==> config.mk <==
export PLATFORM = sky130hd
export DESIGN_NAME = mem_arbiter
export DESIGN_NICKNAME = d
export VERILOG_FILES = /design/src/rtl/mem_arb_pkg.sv /design/src/rtl/rr_arbiter2.sv /design/src/rtl/mem_arbiter.sv
export SDC_FILE = /design/constraint.sdc
export NUM_CORES = 1
export LEC_CHECK = 0
export CORE_ASPECT_RATIO = 0.75
export CORE_MARGIN = 3
export CORE_UTILIZATION = 43
export DETAILED_ROUTE_END_ITERATION = 16
export PLACE_DENSITY = 0.95
export SYNTH_ARGS = -nofsm -noshare
export SYNTH_HDL_FRONTEND = slang
export SYNTH_HIERARCHICAL = 1
export SYNTH_SLANG_ARGS = --single-unit
==> constraint.sdc <==
create_clock -name clk -period 3.7 [get_ports clk]
set_input_delay 0.925 -clock clk [delete_from_list [all_inputs] [get_ports clk]]
set_output_delay 0.925 -clock clk [all_outputs]
set_load 0.02 [all_outputs]
==> src/rtl/mem_arb_pkg.sv <==
// Shared types and constants for the two-port memory arbiter.
package mem_arb_pkg;

    // Transaction sequencing states
    typedef enum logic [1:0] {
        IDLE,
        ISSUE,
        WAIT,
        RESP
    } state_t;

    // Requester indices, as stored in the grant register
    localparam logic PORT_I = 1'b0;
    localparam logic PORT_D = 1'b1;

    // Memory direction encodings
    localparam logic DRW_READ  = 1'b0;
    localparam logic DRW_WRITE = 1'b1;

endpackage

==> src/rtl/rr_arbiter2.sv <==
// Two-way arbiter producing a one-hot grant.
// With RR set, ties go to the port that did not win last time;
// otherwise the data port always wins a tie.
module rr_arbiter2
    import mem_arb_pkg::*;
#(
    parameter int RR = 1
) (
    input  logic       clk,
    input  logic       reset,
    input  logic [1:0] req,
    input  logic       advance,
    output logic [1:0] grant
);

    logic lastGrant;

    // Remember who won the most recent accepted grant; starts at the data
    // port so the fetch port takes the first tie after reset.
    always_ff @(posedge clk) begin
        if (!reset) begin
            lastGrant <= PORT_D;
        end else if (advance) begin
            lastGrant <= grant[1];
        end
    end

    // Resolve the current requests into a one-hot grant.
    always_comb begin
        grant = req;
        if (req == 2'b11) begin
            if ((RR != 0) && (lastGrant == PORT_D)) begin
                grant = 2'b01;
            end else begin
                grant = 2'b10;
            end
        end
    end

endmodule

==> src/rtl/mem_arbiter.sv <==
// Shares one memory handshake between the fetch port (0) and the data
// port (1): grants one request, issues a start pulse, waits for the
// memory done strobe under a timeout and returns data with a done pulse.
module mem_arbiter
    import mem_arb_pkg::*;
#(
    parameter int RR      = 1,
    parameter int TIMEOUT = 1023
) (
    input  logic        clk,
    input  logic        reset,
    input  logic        ireq,
    input  logic [31:0] iaddr,
    output logic [31:0] irdata,
    output logic        idone,
    input  logic        dreq,
    input  logic        dwrite,
    input  logic [31:0] daddr,
    input  logic [31:0] dwdata,
    output logic [31:0] drdata,
    output logic        ddone,
    output logic        err,
    output logic        AXIStart,
    output logic        DRW,
    output logic [31:0] addressM,
    output logic [31:0] writeDataM,
    input  logic [31:0] readDataM,
    input  logic        doneM
);

    localparam int CW = (TIMEOUT > 0) ? $clog2(TIMEOUT + 1) : 1;

    state_t        state;
    state_t        stateNext;
    logic [1:0]    grant;
    logic          advance;
    logic          grantIdx;
    logic [CW-1:0] waitCount;
    logic          timedOut;
    logic          finish;
    logic          respErr;
    logic [31:0]   respData;

    rr_arbiter2 #(
        .RR(RR)
    ) arbiter (
        .clk    (clk),
        .reset  (reset),
        .req    ({dreq, ireq}),
        .advance(advance),
        .grant  (grant)
    );

    assign advance  = (state == IDLE) && (grant != 2'b00);
    assign timedOut = (TIMEOUT != 0) && (waitCount == CW'(TIMEOUT));

    // State register
    always_ff @(posedge clk) begin
        if (!reset) begin
            state <= IDLE;
        end else begin
            state <= stateNext;
        end
    end

    // Next-state selection; doneM only matters while issuing or waiting
    always_comb begin
        stateNext = state;
        unique case (state)
            IDLE:    if (advance) stateNext = ISSUE;
            ISSUE:   stateNext = doneM ? RESP : WAIT;
            WAIT:    if (doneM || timedOut) stateNext = RESP;
            RESP:    stateNext = IDLE;
            default: stateNext = IDLE;
        endcase
    end

    // Completion decode: a memory done always beats a simultaneous timeout
    always_comb begin
        finish   = ((state == ISSUE) && doneM) ||
                   ((state == WAIT) && (doneM || timedOut));
        respErr  = finish && !doneM;
        respData = doneM ? readDataM : 32'h0;
    end

    // Wait counter: cleared when a grant is taken, saturates while waiting
    always_ff @(posedge clk) begin
        if (!reset) begin
            waitCount <= '0;
        end else if (advance) begin
            waitCount <= '0;
        end else if ((state == WAIT) && (waitCount != '1)) begin
            waitCount <= waitCount + 1'b1;
        end
    end

    // Registered outputs: transaction latch on grant, pulses and read data
    // on completion; read data per port holds until that port completes again
    always_ff @(posedge clk) begin
        if (!reset) begin
            grantIdx   <= PORT_I;
            AXIStart   <= 1'b0;
            DRW        <= DRW_READ;
            addressM   <= 32'h0;
            writeDataM <= 32'h0;
            idone      <= 1'b0;
            ddone      <= 1'b0;
            err        <= 1'b0;
            irdata     <= 32'h0;
            drdata     <= 32'h0;
        end else begin
            AXIStart <= advance;
            idone    <= finish && (grantIdx == PORT_I);
            ddone    <= finish && (grantIdx == PORT_D);
            err      <= respErr;
            if (advance) begin
                grantIdx   <= grant[1];
                addressM   <= grant[1] ? daddr : iaddr;
                writeDataM <= grant[1] ? dwdata : 32'h0;
                DRW        <= (grant[1] && dwrite) ? DRW_WRITE : DRW_READ;
            end
            if (finish && (grantIdx == PORT_I)) begin
                irdata <= respData;
            end
            if (finish && (grantIdx == PORT_D)) begin
                drdata <= respData;
            end
        end
    end

endmodule

==> results of run 1 <==
## layout make-up
class                   instances  share of cell area [%]
clock buffers                  18                    5.10
inverters                       7                   0.305
multi-input cells             274                    24.3
flip-flops and latches        147                    34.2
clock inverters                14                    2.15
well taps                     162                    2.36
repair buffers                273                    31.6
## routing by layer
layer	global-route usage, %	vias to the layer above	part of all wire (%)	routed length, um
li1	-	2261	-	-
met2	44.5	186	54	9140
met3	6.50	22	5.7	969
met4	7.98	0	1.4	243
met1	26.5	2343	39	6530
met5	0	-	0	0
## power by group through the flow
stage / clock network (mW) / logic, mW / registers [mW]
after floorplan: 0 / 0.753 / 2.44
after global placement: 0 / 1.91 / 2.09
after detailed placement: 0 / 1.97 / 2.11
after CTS: 1.83 / 1.99 / 2.08
after global routing: 1.89 / 2.11 / 2.12
final: 1.81 / 1.99 / 2.09
## sequential cells by signal, indices dropped and copies added (netlist names)
register           cells
DRW                    1
ddone                  1
addressM              32
drdata                32
irdata                32
idone                  1
arbiter/lastGrant      1
AXIStart               1
waitCount             10
state                  2
writeDataM            32
err                    1
grantIdx               1
## worst min path at each step
stage	start	to	slack (ns)	cells after the start
floorplan	grantIdx	grantIdx	0.44	1
global placement	grantIdx	grantIdx	0.45	1
detailed placement	drdata[15]	drdata[15]	0.46	1
CTS	drdata[15]	drdata[15]	0.48	1
global route	irdata[15]	irdata[15]	0.49	1
finish	irdata[21]	irdata[21]	0.48	1
## cells in the final DEF (no fill, tap or decap), types with 3 or more instances in the layout
cell type          n
mux2i_1           33
nand2_1            9
a211oi_1          34
nor2_1            41
ha_1               4
nand3_1            6
clkbuf_16         17
nor3_1             3
and4_1             3
inv_6              4
inv_1              5
xor2_1             3
clkdlybuf4s50_1  266
nor2_2             3
a22o_1            97
a21oi_1            6
dfxtp_1          147
inv_8              5
o31ai_1            4
buf_4              7
## worst max-delay path: stages
cell,delay (ns)
clkdlybuf4s50_1,0.48
a21boi_4,0.20
buf_4,0.49
and3_1,0.26
buf_4,0.34
a22o_1,0.21
## synth_stat cells, types with 2 or more instances
| cell type | instances |
|---|---|
| o2111ai_1 | 2 |
| nand2_2 | 2 |
| nand3_1 | 6 |
| ha_1 | 4 |
| buf_6 | 6 |
| a21oi_1 | 6 |
| nor3_1 | 3 |
| dfxtp_1 | 147 |
| a21boi_0 | 2 |
| o31ai_1 | 4 |
| a211oi_1 | 34 |
| mux2i_1 | 33 |
| nor2b_1 | 2 |
| nor2_1 | 44 |
| nand2_1 | 9 |
| buf_2 | 16 |
| xor2_1 | 3 |
| a22o_1 | 97 |
| buf_1 | 3 |
| and4_1 | 3 |
| o21ai_0 | 2 |
| and3_1 | 2 |
| or4_1 | 2 |
| buf_4 | 2 |
| inv_1 | 6 |
| clkbuf_1 | 8 |
## logic make-up (layout without fill, tap and decap cells)
group / count (synthesis) / count (layout) / share of synthesized area [%]
adder cells (fa/ha/maj): 4 / 4 / 0.954
multiplexers: 33 / 33 / 6.29
AO/OA/AOI/OAI: 157 / 157 / 24.8
buffers and inverters: 42 / 312 / 4.39
AND/OR/NAND/NOR: 77 / 77 / 6.96
XOR/XNOR: 3 / 3 / 0.501
flip-flops: 147 / 147 / 56.1
## per-stage QoR
stage | hold WS, ns | cell area (um2) | power (mW) | utilization (%) | worst slack (ns)
5_1_grt | 0.490 | 8600 | 6.12 | 73.3 | 1.01
6_report | 0.480 | 8600 | 5.88 | 73.3 | 1.15
4_1_cts | 0.481 | 8600 | 5.91 | 73.3 | 1.18
3_3_place_gp | 0.449 | 7980 | 4.00 | 68.0 | 0.853
3_5_place_dp | 0.457 | 7980 | 4.08 | 68.0 | 0.753
2_1_floorplan | 0.440 | 5250 | 3.19 | - | 1.35
==> flow_metrics.env, run 1 <==
export IMPL_status="complete, no violations"
export IMPL_syn_area_um2=5250
export IMPL_worstMarginPinSlew_ns=0.695
export IMPL_ant_nets=0
export IMPL_peakVddDrop_uv=369
export IMPL_worstSetupEndpoint="writeDataM[23]"
export IMPL_p_switching_mw=2.01
export IMPL_final_nets=858
export IMPL_cts_tree="yes"
export IMPL_hold_viol_final=0
export IMPL_min_period_over_period_pct=68.9
export IMPL_vias_per_cell=5.38
export IMPL_intPower_mw=3.87
export IMPL_placed_cells=863
export IMPL_yosysUniqueCellTypes=41
export IMPL_reg2reg_from="state[0]"
export IMPL_drtIter0Drc=254
export IMPL_clockRootBuffer="clkbuf_16"
export IMPL_die_h_um=102
export IMPL_synth_nets=601
export IMPL_syn_area_per_cell_um2=11.3
export IMPL_path_clk_slew_ns=0.08
export IMPL_cts_hold_buf=0
export IMPL_grt_ovfl_total=0
export IMPL_drcViolationCount=0
export IMPL_htreeDepth=4
export IMPL_multi_input_area_um2=2090
export IMPL_wire_per_inst_um=18.9
export IMPL_arrival_ns=2.90
export IMPL_synthArstFlopShare_pct=0
export IMPL_min_path_type="register to register"
export IMPL_r2r_end="drdata[27]"
export IMPL_place_congestion=0.819
export IMPL_clk_latency_ns=0.42
export IMPL_setup_worst_path_class="input port to register"
export IMPL_fmax_mhz=392
export IMPL_cp_max_fo=35
export IMPL_final_cells=895
export IMPL_cts_buffer_depth=2
export IMPL_drive_above_1_share_pct=6.82
export IMPL_p_leak_nw=3.32
export IMPL_ys_warn_count=6
export IMPL_yosysSeqAreaShare_pct=56.1
export IMPL_cap_viol_max_count=0
export IMPL_antenna_found_initial=0
export IMPL_row_count=34
export IMPL_pwr_share_clk_pct=30.8
export IMPL_routed_wl_um=16900
export IMPL_dieArea_um2=13600
export IMPL_cp_start_kind="input port"
export IMPL_grt_pass1_wl_um=25600
export IMPL_syn_inst=463
export IMPL_ios=267
export IMPL_grt_max_degree=65
export IMPL_io_buffers=266
export IMPL_setup_viol=0
export IMPL_crit_required_ns=4.05
export IMPL_vias=4812
export IMPL_die_x_um=134
export IMPL_fillers=764
export IMPL_p_seq_share_pct=35.5
export IMPL_initial_utilization_pct=44.7
export IMPL_post_cts_resized=0
export IMPL_firstDrtPassIters=5
export IMPL_cp_end_kind="register"
export IMPL_comb_power_share_pct=33.8
export IMPL_slew_headroom_pct=53.5
export IMPL_areaGrowthSynthToFinish_pct=64.0
export IMPL_synth_top_area_share_pct=56.1
export IMPL_num_antenna_cells=0
export IMPL_startpoint="dreq"
export IMPL_synthFlopType="dfxtp_1"
export IMPL_core_um2=11700
export IMPL_slew_violations=0
export IMPL_yosysTopAreaCell="dfxtp_1"
export IMPL_postCtsSetupBuffers=0
export IMPL_synth_edf_count=0
export IMPL_synth_area_leaders="dfxtp_1 56%, a22o_1 16%, mux2i_1 6.3%"
export IMPL_cts_sinks=147
export IMPL_r2r_slack_ns=1.28
export IMPL_numCtsBuffers=17
export IMPL_rsz0062_at_grt="false"
export IMPL_p_sw_share_pct=34.2
export IMPL_worstRegToRegCells=6
export IMPL_grtUsageTotal_pct=23.8
export IMPL_finClkSkew_ns=0.0211
export IMPL_grt_pass1_vias=4856
export IMPL_ys_seq_elements=147
export IMPL_seqCellArea_um2=2940
export IMPL_fin_crit_ns=2.55
export IMPL_power_density_nw_per_um2=684
export IMPL_place_hpwl_um=11500
export IMPL_tns_ns=0
No activity file was read; power rests on OpenSTA's default activity.
==> run 2: changes to the inputs <==
--- a/config.mk
+++ b/config.mk
@@ -7,9 +7,9 @@
 export LEC_CHECK = 0
 export CORE_ASPECT_RATIO = 0.75
 export CORE_MARGIN = 3
-export CORE_UTILIZATION = 43
+export CORE_UTILIZATION = 40
 export DETAILED_ROUTE_END_ITERATION = 16
-export PLACE_DENSITY = 0.95
+export PLACE_DENSITY = 0.91
 export SYNTH_ARGS = -nofsm -noshare
 export SYNTH_HDL_FRONTEND = slang
 export SYNTH_HIERARCHICAL = 1
==> constraint.sdc (replaced) <==
create_clock -name clk -period 2.5 [get_ports clk]
set_input_delay 0.625 -clock clk [delete_from_list [all_inputs] [get_ports clk]]
set_output_delay 0.625 -clock clk [all_outputs]
set_load 0.02 [all_outputs]
==> flow_metrics.env, run 2 (synthesized netlist as in run 1, its figures left out) <==
export IMPL_status="complete, no violations"
export IMPL_die_h_um=105
export IMPL_ant_nets=0
export IMPL_worstMarginPinSlew_ns=0.568
export IMPL_finClkSkew_ns=0.0151
export IMPL_vias_per_cell=5.30
export IMPL_min_period_over_period_pct=82.2
export IMPL_post_cts_resized=0
export IMPL_p_seq_share_pct=36.3
export IMPL_arrival_ns=2.40
export IMPL_grtUsageTotal_pct=22.3
export IMPL_row_count=35
export IMPL_comb_power_share_pct=35.7
export IMPL_setup_worst_path_class="register to register"
export IMPL_final_nets=862
export IMPL_grt_ovfl_total=0
export IMPL_cp_max_fo=32
export IMPL_intPower_mw=5.58
export IMPL_wire_per_inst_um=18.1
export IMPL_crit_required_ns=2.85
export IMPL_slowest_stage="o21ai_1"
export IMPL_routed_wl_um=16400
export IMPL_cts_buffer_depth=2
export IMPL_grt_max_degree=57
export IMPL_cp_end_kind="register"
export IMPL_core_um2=12600
export IMPL_fmax_mhz=486
export IMPL_place_congestion=0.809
export IMPL_hold_viol_final=0
export IMPL_setup_viol=0
export IMPL_clk_latency_ns=0.41
export IMPL_antenna_found_initial=0
export IMPL_path_clk_slew_ns=0.07
export IMPL_final_cell_mix="266 x clkdlybuf4s50_1, 147 x dfxtp_1, 97 x a22o_1"
export IMPL_placed_cells=871
export IMPL_initial_utilization_pct=41.8
export IMPL_fin_crit_ns=2.06
export IMPL_final_cells=903
export IMPL_p_sw_share_pct=34.4
export IMPL_holdPathStages=1
export IMPL_numCtsBuffers=17
export IMPL_fillers=890
export IMPL_areaGrowthSynthToFinish_pct=64.6
export IMPL_slew_violations=0
export IMPL_hold_worst_slack_ns=0.477
export IMPL_htreeDepth=4
export IMPL_cp_slowest_stage_delay_ns=0.49
export IMPL_cts_tree="yes"
export IMPL_pwr_share_clk_pct=28.1
export IMPL_path_cells="inv_1, ha_1, o21ai_1, o311ai_4, nand2_2, buf_12, a22o_1"
export IMPL_dieArea_um2=14500
export IMPL_grt_pass1_wl_um=26500
export IMPL_slew_headroom_pct=61.9
export IMPL_power_density_nw_per_um2=984
export IMPL_place_hpwl_um=12100
export IMPL_num_antenna_cells=0
export IMPL_worstRegToRegCells=7
export IMPL_rsz0062_at_grt="false"
export IMPL_die_x_um=138
export IMPL_p_switching_mw=2.92
export IMPL_io_buffers=266
export IMPL_firstDrtPassIters=4
export IMPL_final_common_cell="clkdlybuf4s50_1"
export IMPL_peakVddDrop_uv=572
export IMPL_drcViolationCount=0
export IMPL_vias=4786
export IMPL_cts_hold_buf=0
export IMPL_drive_above_1_share_pct=7.19
export IMPL_ios=267
export IMPL_post_route_util_pct=68.7
export IMPL_clockRootBuffer="clkbuf_16"
export IMPL_drtIter0Drc=231
export IMPL_min_path_type="register to register"
export IMPL_p_total_mw=8.50
export IMPL_grt_pass1_vias=5091
export IMPL_p_leak_nw=3.31
export IMPL_postCtsSetupBuffers=0
export IMPL_path_buf_inv=2
export IMPL_tns_ns=0
export IMPL_critPathTopFamily="compound AO/OA/AOI/OAI gates"
export IMPL_cts_sinks=147
export IMPL_cp_start_kind="register"
export IMPL_cp_depth=7
export IMPL_cap_viol_max_count=0
## run 2: worst paths after layout
kind                            startpoint          to  slack, ns
worst max-delay path              state[0]  drdata[22]       0.44
worst max register to register    state[0]  drdata[22]       0.44
worst min-delay path            irdata[31]  irdata[31]       0.48
worst min register to register  irdata[31]  irdata[31]       0.48
## run 2: routing by layer
metal | vias to the layer above | share of wire, % | wire [um] | track usage (%)
met4 | 0 | 2.8 | 454 | 9.17
met2 | 186 | 52 | 8440 | 39.2
li1 | 2267 | - | - | -
met1 | 2294 | 40 | 6480 | 25.4
met5 | - | 0 | 0 | 0
met3 | 39 | 6.0 | 977 | 6.68
## run 2: metrics by stage
step           instance area (um2)  setup slack [ns]
2_1_floorplan                 5250             0.445
3_3_place_gp                  8080             0.173
3_5_place_dp                  8080            0.0332
4_1_cts                       8640             0.442
5_1_grt                       8640             0.274
6_report                      8640             0.444
## run 2: worst reg2reg max path, delay by kind of cell (launching register included)
family | cells | cell delay [ns]
buf+inv | 2 | 0.30
simple gates | 1 | 0.14
flops | 1 | 0.39
fa+ha+maj | 1 | 0.29
compound gates | 3 | 0.89
## run 2: power by group through the flow
stage	Clock (mW)	Sequential [mW]	Combinational, mW
finish	2.38	3.08	3.03
CTS	2.44	3.08	3.05
global route	2.54	3.13	3.26
floorplan	0	3.61	1.12
detailed placement	0	3.12	3.04
global placement	0	3.09	2.94
## run 2: final cells by class
| type | count | area [um2] | share of cell area, % |
|---|---|---|---|
| multi-input combinational | 274 | 2090 | 24.2 |
| tap | 166 | 208 | 2.40 |
| inverter | 7 | 26.3 | 0.304 |
| timing repair buffer | 277 | 2810 | 32.5 |
| clock inverter | 14 | 131 | 1.52 |
| sequential | 147 | 2940 | 34.1 |
| clock buffer | 18 | 429 | 4.97 |
==> run 3: changes to the inputs <==
==> constraint.sdc (replaced) <==
create_clock -name clk -period 2 [get_ports clk]
set_input_delay 0.5 -clock clk [delete_from_list [all_inputs] [get_ports clk]]
set_output_delay 0.5 -clock clk [all_outputs]
set_load 0.02 [all_outputs]
==> flow_metrics.env, run 3 (synthesized netlist as in run 1, its figures left out) <==
export IMPL_drive_above_1_share_pct=9.44
export IMPL_status="complete, no violations"
export IMPL_grt_ovfl_total=0
export IMPL_cp_end_kind="primary output"
export IMPL_wire_per_inst_um=18.0
export IMPL_placed_cells=887
export IMPL_grtUsageTotal_pct=22.6
export IMPL_worstMarginPinSlew_ns=0.434
export IMPL_p_total_mw=11.0
export IMPL_cts_sinks=147
export IMPL_grt_pass1_wl_um=27000
export IMPL_path_clk_slew_ns=0.07
export IMPL_finClkSkew_ns=0.0320
export IMPL_rsz0062_at_grt="false"
export IMPL_postCtsSetupBuffers=0
export IMPL_die_h_um=105
export IMPL_hold_viol_final=0
export IMPL_io_buffers=266
export IMPL_arrival_ns=1.42
export IMPL_hold_start="irdata[10]"
export IMPL_peakVddDrop_uv=769
export IMPL_final_cells=918
export IMPL_fillers=853
export IMPL_tns_ns=0
export IMPL_vias_per_cell=5.26
export IMPL_row_count=35
export IMPL_drcViolationCount=0
export IMPL_cp_max_fo=2
export IMPL_slowest_stage="clkdlybuf4s50_1"
export IMPL_numCtsBuffers=17
export IMPL_cap_viol_max_count=0
export IMPL_final_cell_mix="266 x clkdlybuf4s50_1, 147 x dfxtp_1, 97 x a22o_1"
export IMPL_p_leak_nw=3.42
export IMPL_initial_utilization_pct=41.8
export IMPL_cts_buffer_depth=2
export IMPL_core_um2=12600
export IMPL_reg2reg_from="waitCount[0]"
export IMPL_path_cells="clkdlybuf4s50_1"
export IMPL_fin_crit_ns=1.92
export IMPL_drtIter0Drc=224
export IMPL_cp_slowest_stage_delay_ns=0.62
export IMPL_clk_latency_ns=0.42
export IMPL_ios=267
export IMPL_fmax_mhz=521
export IMPL_path_buf_inv=1
export IMPL_crit_required_ns=1.50
export IMPL_r2r_end="irdata[2]"
export IMPL_r2r_slack_ns=0.09
export IMPL_power_density_nw_per_um2=1240
export IMPL_place_congestion=0.818
export IMPL_dieArea_um2=14500
export IMPL_startpoint="writeDataM[21]"
export IMPL_min_period_over_period_pct=96.1
export IMPL_grt_max_degree=57
export IMPL_min_path_type="register to register"
export IMPL_firstDrtPassIters=4
export IMPL_grt_pass1_vias=5304
export IMPL_cp_depth=1
export IMPL_cts_tree="yes"
export IMPL_worstRegToRegCells=6
export IMPL_antenna_found_initial=0
export IMPL_die_x_um=138
export IMPL_fin_ws_ns=0.0788
export IMPL_routed_wl_um=16500
export IMPL_final_nets=878
export IMPL_clockRootBuffer="clkbuf_16"
export IMPL_hold_worst_slack_ns=0.476
export IMPL_htreeDepth=4
export IMPL_num_antenna_cells=0
export IMPL_slew_headroom_pct=70.8
export IMPL_place_hpwl_um=12300
export IMPL_setup_worst_path_class="register to primary output"
export IMPL_vias=4829
export IMPL_post_place_ws_ns=-0.244
export IMPL_areaGrowthSynthToFinish_pct=68.3
export IMPL_worstSetupEndpoint="writeDataM[21]"
export IMPL_cp_start_kind="register"
export IMPL_setup_viol=0
export IMPL_ant_nets=0
export IMPL_final_common_cell="clkdlybuf4s50_1"
export IMPL_slew_violations=0
export IMPL_critPathTopFamily="buffers and inverters"
[run 3: where the power goes]
group	switching (mW)	leakage (nW)	internal (mW)	total [mW]
combinational	2.02	1.94	1.93	3.95
sequential	0.341	1.20	3.51	3.86
clock	1.37	0.287	1.78	3.15
total	3.73	3.42	7.22	11.0
[run 3: worst min path at each step]
stage / cells after the start / slack [ns] / endpoint
floorplan: 1 / 0.44 / grantIdx
global placement: 1 / 0.45 / drdata[8]
detailed placement: 1 / 0.46 / drdata[17]
CTS: 1 / 0.48 / drdata[31]
global route: 1 / 0.48 / drdata[4]
finish: 1 / 0.48 / irdata[10]
[run 3: layer usage]
layer	vias to the layer above	GRT usage (%)	share of wire [%]
li1	2302	-	-
met1	2330	24.7	39
met5	-	0	0
met4	0	8.53	2.2
met2	173	40.8	53
met3	24	7.18	6.4
[run 3: cell type report]
type / count / area [um2] / share of cell area, %
multi-input cells: 274 / 2100 / 23.8
clock inverters: 14 / 163 / 1.84
clock buffers: 17 / 425 / 4.82
repair buffers: 293 / 2970 / 33.6
inverters: 7 / 26.3 / 0.298
well taps: 166 / 208 / 2.35
flip-flops and latches: 147 / 2940 / 33.3
[run 3: through the flow]
step	instance area [um2]	utilization (%)
final	8830	70.3
after global routing	8830	70.3
after CTS	8820	70.2
after detailed placement	8240	65.5
after global placement	8240	65.5
after floorplan	5250	-
[run 3: worst reg2reg max path: stages, from the launching register on]
cell and delay (ns):
dfxtp_1 0.38, ha_1 0.26, nand3_1 0.26, o311ai_4 0.37
nand2_2 0.11, buf_12 0.19, a22o_1 0.20
[run 3: what timing repair did]
| action | CTS | global route |
|---|---|---|
| endpoints found under the setup margin | 0 | 69 |
| hold buffers | 0 | 0 |
| gates resized for setup | 0 | 3 |
| endpoints found under the hold margin | 0 | 0 |
